==> config.mk <==
export PLATFORM = sky130hd
export DESIGN_NAME = r_count_gen
export DESIGN_NICKNAME = d
export VERILOG_FILES = /design/src/rtl/r_count_gen_pkg.sv /design/src/rtl/r_count_gen.sv
export SDC_FILE = /design/constraint.sdc
export NUM_CORES = 1
export LEC_CHECK = 0
export CORE_AREA = 2 2 39 41
export DETAILED_ROUTE_END_ITERATION = 8
export DIE_AREA = 0 0 41 43
export GPL_ROUTABILITY_DRIVEN = 0
export PLACE_DENSITY = 0.58
export SLEW_MARGIN = 30
export SYNTH_ARGS = -nofsm -noshare
export SYNTH_HDL_FRONTEND = slang
export SYNTH_SLANG_ARGS = --single-unit
==> constraint.sdc <==
create_clock -name clk -period 1.5 [get_ports clk]
set_input_delay 0.3 -clock clk [delete_from_list [all_inputs] [get_ports clk]]
set_output_delay 0.3 -clock clk [all_outputs]
set_load 0.02 [all_outputs]
==> src/rtl/r_count_gen_pkg.sv <==
// ----------------------------------------------------------------------------
// r_cnt_pkg
// Shared definitions for the adder-tree drain counter (r_count_gen):
//   - r_state_e        : counter state encoding (R_IDLE, R_COUNT)
//   - R_STAGES_CH34    : adder-tree depth for 3/4-channel layers
//   - R_STAGES_CH816   : adder-tree depth for 8/16-channel layers
//   - r_len_first()    : drain length of the first run after a tile start
//   - r_len_next()     : drain length of every later run in the same tile
// All functions are constant functions evaluated at elaboration time.
// ----------------------------------------------------------------------------
package r_cnt_pkg;

    typedef enum logic [0:0] {
        R_IDLE  = 1'b0,
        R_COUNT = 1'b1
    } r_state_e;

    localparam int R_STAGES_CH34  = 4;
    localparam int R_STAGES_CH816 = 5;

    // First run has to wait for the full adder tree plus the output register.
    function automatic int r_len_first(input int add_stages);
        return 1 + add_stages;
    endfunction

    // Later runs overlap the next loop nest: when the loop body (a) is at
    // least as long as the tree (b) the full tree latency is still needed,
    // otherwise only the part not hidden behind the loop body remains.
    function automatic int r_len_next(input int a, input int b);
        if (a >= b) begin
            return b;
        end else begin
            return b - a;
        end
    endfunction

endpackage

==> src/rtl/r_count_gen.sv <==
// ----------------------------------------------------------------------------
// r_count_gen
// Adder-tree drain counter. Each innermost-loop wrap (k_zero) starts a count
// of the adder-tree latency; r_done pulses for one cycle when the accumulated
// result is valid. A trigger arriving mid-count is buffered one deep.
//
// Optional feature macro: R_CNT_STATUS_EN (adds r_cnt and overrun ports).
//
// Ports:
//   clk      in   rising-edge clock
//   rst      in   asynchronous active-low reset
//   start    in   tile/layer start: aborts any count, re-arms first-run length
//   k_zero   in   innermost-loop wrap, triggers one drain count
//   r_done   out  one-cycle pulse, drain complete (decoded from registers)
//   busy     out  high while counting
//   r_cnt    out  current count               (R_CNT_STATUS_EN only)
//   overrun  out  sticky, a trigger was dropped (R_CNT_STATUS_EN only)
// ----------------------------------------------------------------------------
module r_count_gen
    import r_cnt_pkg::*;
#(
    parameter int  LMAX       = 0,
    parameter int  JMAX       = 1,
    parameter int  KMAX       = 1,
    parameter int  ADD_STAGES = R_STAGES_CH34,
    localparam int A          = (1 + LMAX) * (1 + JMAX) * (1 + KMAX),
    localparam int B          = 1 + ADD_STAGES,
    localparam int LEN_FIRST  = r_len_first(ADD_STAGES),
    localparam int LEN_NEXT   = r_len_next(A, B),
    localparam int CNT_W      = $clog2(LEN_FIRST + 1)
) (
    input  logic             clk,
    input  logic             rst,
    input  logic             start,
    input  logic             k_zero,
    output logic             r_done,
    output logic             busy
`ifdef R_CNT_STATUS_EN
    ,
    output logic [CNT_W-1:0] r_cnt,
    output logic             overrun
`endif
);

    localparam logic [CNT_W-1:0] LEN_FIRST_C = CNT_W'(LEN_FIRST);
    localparam logic [CNT_W-1:0] LEN_NEXT_C  = CNT_W'(LEN_NEXT);
    localparam logic [CNT_W-1:0] CNT_ZERO_C  = {CNT_W{1'b0}};
    localparam logic [CNT_W-1:0] CNT_ONE_C   = CNT_W'(1);

    r_state_e         state_q, state_d;
    logic [CNT_W-1:0] cnt_q,   cnt_d;
    logic [CNT_W-1:0] len_q,   len_d;
    logic             first_q, first_d;
    logic             pend_q,  pend_d;
    logic             load_s;
    logic             done_s;
`ifdef R_CNT_STATUS_EN
    logic             ovr_q,   ovr_d;
`endif

    // Next-state logic: start aborts, otherwise idle/count/reload decisions.
    always_comb begin
        state_d = state_q;
        cnt_d   = cnt_q;
        len_d   = len_q;
        first_d = first_q;
        pend_d  = pend_q;
        load_s  = 1'b0;
`ifdef R_CNT_STATUS_EN
        ovr_d   = ovr_q;
`endif
        done_s  = (state_q == R_COUNT) && (cnt_q == len_q);

        if (start) begin
            // A k_zero in the same cycle is deliberately ignored.
            state_d = R_IDLE;
            cnt_d   = CNT_ZERO_C;
            first_d = 1'b1;
            pend_d  = 1'b0;
        end else begin
            case (state_q)
                R_IDLE: begin
                    if (k_zero) begin
                        load_s = 1'b1;
                    end else begin
                        load_s = 1'b0;
                    end
                end
                R_COUNT: begin
                    if (cnt_q < len_q) begin
                        cnt_d = cnt_q + CNT_ONE_C;
                        if (k_zero && !pend_q) begin
                            pend_d = 1'b1;
                        end else if (k_zero) begin
`ifdef R_CNT_STATUS_EN
                            ovr_d = 1'b1;
`else
                            pend_d = pend_q;
`endif
                        end else begin
                            pend_d = pend_q;
                        end
                    end else begin
                        // Final cycle: a live or buffered trigger chains a new
                        // run with no idle gap; both together still load once.
                        if (k_zero || pend_q) begin
                            load_s = 1'b1;
                            pend_d = 1'b0;
                        end else begin
                            state_d = R_IDLE;
                            cnt_d   = CNT_ZERO_C;
                        end
                    end
                end
                default: begin
                    state_d = R_IDLE;
                    cnt_d   = CNT_ZERO_C;
                end
            endcase

            if (load_s) begin
                len_d   = first_q ? LEN_FIRST_C : LEN_NEXT_C;
                cnt_d   = CNT_ONE_C;
                first_d = 1'b0;
                state_d = R_COUNT;
            end else begin
                len_d = len_q;
            end
        end
    end

    // State registers with asynchronous active-low reset.
    always_ff @(posedge clk or negedge rst) begin
        if (!rst) begin
            state_q <= R_IDLE;
            cnt_q   <= CNT_ZERO_C;
            len_q   <= LEN_FIRST_C;
            first_q <= 1'b1;
            pend_q  <= 1'b0;
        end else begin
            state_q <= state_d;
            cnt_q   <= cnt_d;
            len_q   <= len_d;
            first_q <= first_d;
            pend_q  <= pend_d;
        end
    end

`ifdef R_CNT_STATUS_EN
    // Sticky overrun flag, cleared only by reset.
    always_ff @(posedge clk or negedge rst) begin
        if (!rst) begin
            ovr_q <= 1'b0;
        end else begin
            ovr_q <= ovr_d;
        end
    end

    assign r_cnt   = cnt_q;
    assign overrun = ovr_q;
`endif

    // Outputs decode registered state only; no input reaches them.
    assign r_done = done_s;
    assign busy   = (state_q == R_COUNT);

endmodule

**Yosys cells after proc, flatten, opt, wreduce, memory -nomap -nowiden**

Cells that the tools add are included.

- Memories: 0
- Bits in read-only memories: 0
- Bits in writable memories: 0
- Latch bits: 0
- Register bits after elaboration: 9
- Bits of input ports: 4

- Shift-type cells: 0
- Multiply operators: 0
- Reductions and logical operators: 11
- Divide/modulo/power cells: 0
- Mux-type cells: 22
- $add $sub $neg: 1
- Bitwise gates (word level): 2
- Order comparisons: 1
- Equality and inequality tests: 3

Operators by type and width:

| kind | number |
|---|---|
| $mux W3 | 6 |
| $mux W1 | 15 |
| $reduce_bool A3 Y1 | 2 |
| $ne A4 B3 Y1 const B | 1 |
| $reduce_and A2 Y1 | 2 |
| $reduce_bool A2 Y1 | 2 |
| $add A3 B1 Y3 const B | 1 |
| $eq A3 B3 Y1 | 1 |
| $lt A3 B3 Y1 | 1 |
| $ne A3 B2 Y1 const B | 1 |
| $reduce_and A3 Y1 | 1 |
| $logic_and A1 B1 Y1 | 2 |
| $not A1 Y1 | 2 |
| $pmux W1 S2 | 1 |
| $logic_not A1 Y1 | 1 |
| $logic_or A1 B1 Y1 | 1 |

**Longest topological paths before layout**

- Depth in word-level cells: 7
- Gate-level depth with buffers: 5
- Gate-level depth less buffers: 5

**Least setup slack after synthesis**

No wires, ideal clock.

- Kind: register to register
- Start point: reg len_q[2]
- End point: reg cnt_q[1]
- Required time: 1.423 ns
- Library setup time: 0.077 ns
- Cell stages (with the launch flop): 6
- Setup slack: -0.078 ns
- Arrival time: 1.501 ns
- Period minus slack after synthesis: 1.578 ns
- Path through: dfstp_2 inv_1 ha_1 o21a_1 or4b_1 a21oi_1

- Word-level cells in the longest chain between the ends: 6
- Elaborated cells between the ends (all ways): 11

Ends and longest elaborated chain:

| item | RTL line | source |
|---|---|---|
| from (decl) | r_count_gen.sv:52 | `logic [CNT_W-1:0] len_q, len_d;` |
| from (signal assigned) | r_count_gen.sv:143 | `len_q <= len_d;` |
| $lt A3 B3 Y1 (*) | r_count_gen.sv:90 | `if (cnt_q < len_q) begin` |
| $mux W1 | r_count_gen.sv:90 |  |
| $pmux W1 S2 | r_count_gen.sv:81 | `case (state_q)` |
| $mux W1 | r_count_gen.sv:74 | `if (start) begin` |
| $ne A4 B3 Y1 (no line) (tied with other cells) | n/a |  |
| $reduce_and A2 Y1 (no line) or $mux W3 (tied branches) | n/a |  |
| to (signal assigned) | r_count_gen.sv:142 | `cnt_q <= cnt_d;` |
| to (decl) | r_count_gen.sv:51 | `logic [CNT_W-1:0] cnt_q, cnt_d;` |

Mark *: on every way between the ends. The rest lies on a longest branch, timed or not. The select of a mux whose other input is x is not followed.
A chain may end at the register's enable or synchronous reset.

**Final worst setup path**

- Start point: reg len_q[2]
- End point: out r_done

- Word-level cells in the longest chain between the ends: 2

Ends and longest elaborated chain:

| item | RTL line | source |
|---|---|---|
| $eq A3 B3 Y1 | r_count_gen.sv:72 | `done_s = (state_q == R_COUNT) && (cnt_q == len_q);` |
| $logic_and A1 B1 Y1 | r_count_gen.sv:72 |  |
| to (decl) | r_count_gen.sv:36 | `output logic r_done,` |

No other way between the ends.

==> reports/qor.csv <==
stage,metric,value,unit
clock_tree,tritoncts,yes,
power_and_ir_drop,switching_share,0.2854,
synthesis,synth_area_per_cell,10.57,µm²
layout,final_common_cell,sky130_fd_sc_hd__buf_4,
timing,maxSlewHeadroom,0.7779,
timing,grt_setup_unrepaired,true,
placed_design,placement.setup.worst_slack,-0.3618,ns
detailed_routing,routed_wl,917,µm
critical_path,cp_data_required_time,1.20,ns
timing,maxClockFrequency,0.6017,GHz
layout,flow.area_growth_from_synthesis,49.53,%
power_and_ir_drop,power,558.2,µW
power_and_ir_drop,cellPowerDensity,929.5,nW/µm²
timing,worst_slack,-0.1619,ns
floorplan,boundaryPins,6,
grt,grt_first_pass_wirelength,1.407,mm
layout,design.final.nets,64,
placed_design,placed_cells,68,
layout,final_cell_count_no_fill,72,
power_and_ir_drop,max-vdd-ir-drop,0.0004022,V
synthesis,syn-instance-count,38,
detailed_routing,avgViaCountPerCell,4.986,
outcome,result_of_the_run,"finished, violations left",
layout,layout_common_cells,"sky130_fd_sc_hd__buf_4 (10), sky130_fd_sc_hd__dfrtp_1 (5), sky130_fd_sc_hd__a21oi_1 (3), sky130_fd_sc_hd__clkbuf_4 (3), sky130_fd_sc_hd__clkdlybuf4s50_1 (3)",
layout,seqCellArea,177.7,µm²
clock_tree,clock_path_buffers,2,
detailed_routing,drcViolationCount,0,
clock_tree,clockRootBuffer,sky130_fd_sc_hd__clkbuf_4,
synthesis,yosys.area.top_type,sky130_fd_sc_hd__dfrtp_1,
grt,grt.total_usage,0.1260,
clock_tree,numCtsBuffers,3,
critical_path,critPathLaunchType,register,
grt,grt_pass1_vias,346,
floorplan,placeableCoreArea,1384,µm²
clock_tree,cts.reportedPaths.clkPinSlew,0.05,ns
synthesis,synth_area,401.6,µm²
floorplan,fp.dieArea,1763,µm²
clock_tree,worst_skew_pair.late_latency,0.25,ns
floorplan,die_h,43,µm
timing,final-max-slew-violation-count,0,
timing,finalHoldWorstSlack,0.3108,ns
synthesis,synth_cell_types,25,
synthesis,postSynthNetCount,45,
layout,area_taken_by_multi_input_logic_gates,244.0,µm²
placed_design,numPortBuffers,5,
critical_path,worst-r2r-setup-slack,-0.12,ns
synthesis,synth-seq-cells,7,
clock_tree,clk_sink_count,7,
timing,tightest_slew,0.3321,ns
detailed_routing,routed-via-count,359,
power_and_ir_drop,power_share_of_the_combinational_group,0.281,
clock_tree,cts_hold_buf,0,
critical_path,crit_fanout,3,
layout,fillerInstances,129,
floorplan,die_width,41,µm
timing,timing.final.setup_violations,4,
detailed_routing,routed_wire_length_per_instance,12.74,µm
timing,finalClockSkew,0.001166,ns
floorplan,num_rows,14,
grt,antenna_found_initial,0,
clock_tree,h-tree-depth,1,
power_and_ir_drop,leakagePower,0.0002693,µW
detailed_routing,antenna_left,0,
outcome,failed_checks,setup timing,
critical_path,setup.worst_path.end_class,primary output,
synthesis,ys.warnings.count,0,
power_and_ir_drop,seq_power_share,0.408,
hold_path,timing.hold.worst.class,in -> async,
grt,globalRouteOverflowTotal,0,
detailed_routing,drt_first_pass_iters,4,
grt,largest_net_degree_at_the_start_of_global_routing,10,
synthesis,synth-seq-area-share,0.4424,
timing,post-route-min-period,1.662,ns
critical_path,arrival,1.36,ns
placed_design,dpl.hpwl,659.6,µm
synthesis,netlist.area_leader.share,0.3115,
detailed_routing,dr.first_iter.drc_count,5,
power_and_ir_drop,p_int,398.9,µW
timing,fin_crit_sh,1.108,
power_and_ir_drop,p_sw,159.3,µW
run,cap_viol_max_count,0,
power_and_ir_drop,clkPwrFrac,0.311,
clock_tree,cts_post_setup_buffers_inserted,0,
synthesis,netlist_top_cells_area,"sky130_fd_sc_hd__dfrtp_1 (31%), sky130_fd_sc_hd__dfstp_2 (13%), sky130_fd_sc_hd__ha_1 (9.3%)",
timing,timing.final.hold_violations,0,
floorplan,initial_utilization,0.2902,
layout,antenna_cells,0,
layout,drive_above_1_share,0.4286,
critical_path,criticalPathCategory,reg -> out,
-- final timing paths --
kind,endpoint,cells after the start,startpoint
min reg2reg,first_q$_DFFE_PN1P_,1,first_q$_DFFE_PN1P_
min,busy$_DFF_PN0_,1,rst
min in group clk,first_q$_DFFE_PN1P_,1,first_q$_DFFE_PN1P_
max,r_done,4,len_q[2]$_DFFE_PN1P_
max reg2reg,cnt_q[1]$_DFFE_PN0P_,5,len_q[2]$_DFFE_PN1P_
max in group asynchronous,len_q[2]$_DFFE_PN1P_,1,rst
-- registers in the layout, summed over array words and instances (netlist names) --
register	flops
len_q	1
pend_q	1
first_q	1
busy	1
cnt_q	3
-- area by class of cell --
class,instances,area share
clock buffer,4,0.04375
timing repair buffer,15,0.2083
multi-input combinational,28,0.4063
inverter,2,0.01250
tap,16,0.03333
sequential,7,0.2958
-- per-stage QoR --
stage               setup TNS [ns]  area [µm²]    util
finish                     -0.3716       600.6  0.4340
global route               -0.8035       600.6  0.4340
CTS                        -0.3781       586.8  0.4241
detailed placement         -0.5860       554.3  0.4005
global placement           -0.5742       554.3  0.4005
floorplan                 -0.06381       414.1       -
-- critical path, cell delays in order (launching register included) --
cell and delay (ns):
sky130_fd_sc_hd__dfstp_2 0.54, sky130_fd_sc_hd__inv_2 0.04, sky130_fd_sc_hd__ha_4 0.26, sky130_fd_sc_hd__and3_4 0.16, sky130_fd_sc_hd__buf_6 0.11
-- cells by family (layout without fill, tap and decap cells) --
| group | count (synthesis) | count (layout) | share of synthesized area |
|---|---|---|---|
| compound gates | 14 | 14 | 0.2430 |
| simple gates | 9 | 9 | 0.1402 |
| flops | 7 | 7 | 0.4424 |
| fa+ha+maj | 3 | 3 | 0.09347 |
| buf+inv | 3 | 21 | 0.03115 |
| xor+xnor | 1 | 1 | 0.02181 |
| mux | 1 | 1 | 0.02804 |
-- metal layers --
layer | share of wire | GRT usage | vias up | wire (µm)
met5 | 0 | 0 | - | 0
met4 | 0.048 | 0.1400 | 0 | 44
met3 | 0.026 | 0.01571 | 4 | 24
met2 | 0.47 | 0.1688 | 7 | 435
met1 | 0.45 | 0.1531 | 169 | 412
li1 | - | - | 179 | -
-- timing repair --
action                                  CTS  global route
pin swaps                                 2             1
endpoints found under the setup margin    5             7
resized for setup                        10             4
-- cells in the mapped netlist --
library cell                count
sky130_fd_sc_hd__a21o_1         2
sky130_fd_sc_hd__a21oi_1        4
sky130_fd_sc_hd__or3_1          1
sky130_fd_sc_hd__o21a_1         1
sky130_fd_sc_hd__a311oi_1       1
sky130_fd_sc_hd__or4b_1         1
sky130_fd_sc_hd__nor3b_1        1
sky130_fd_sc_hd__a32oi_1        1
sky130_fd_sc_hd__dfrtp_1        5
sky130_fd_sc_hd__mux2_1         1
sky130_fd_sc_hd__ha_1           3
sky130_fd_sc_hd__inv_1          2
sky130_fd_sc_hd__o21ai_1        1
sky130_fd_sc_hd__buf_2          1
sky130_fd_sc_hd__and3_1         1
sky130_fd_sc_hd__a2111oi_0      1
sky130_fd_sc_hd__dfstp_2        2
sky130_fd_sc_hd__and2_1         1
sky130_fd_sc_hd__a211oi_2       1
sky130_fd_sc_hd__nor2_1         2
sky130_fd_sc_hd__o22ai_1        1
sky130_fd_sc_hd__o21ai_0        1
sky130_fd_sc_hd__nor2b_2        1
sky130_fd_sc_hd__xor2_1         1
sky130_fd_sc_hd__nand2_1        1
-- power by group through the flow --
stage / logic (µW) / registers, µW / clock network, µW
finish: 157 / 228 / 174
detailed placement: 145 / 229 / 0
floorplan: 71.6 / 231 / 0
global route: 176 / 230 / 193
global placement: 142 / 229 / 0
CTS: 150 / 227 / 182
No activity file was read; power rests on OpenSTA's default activity.
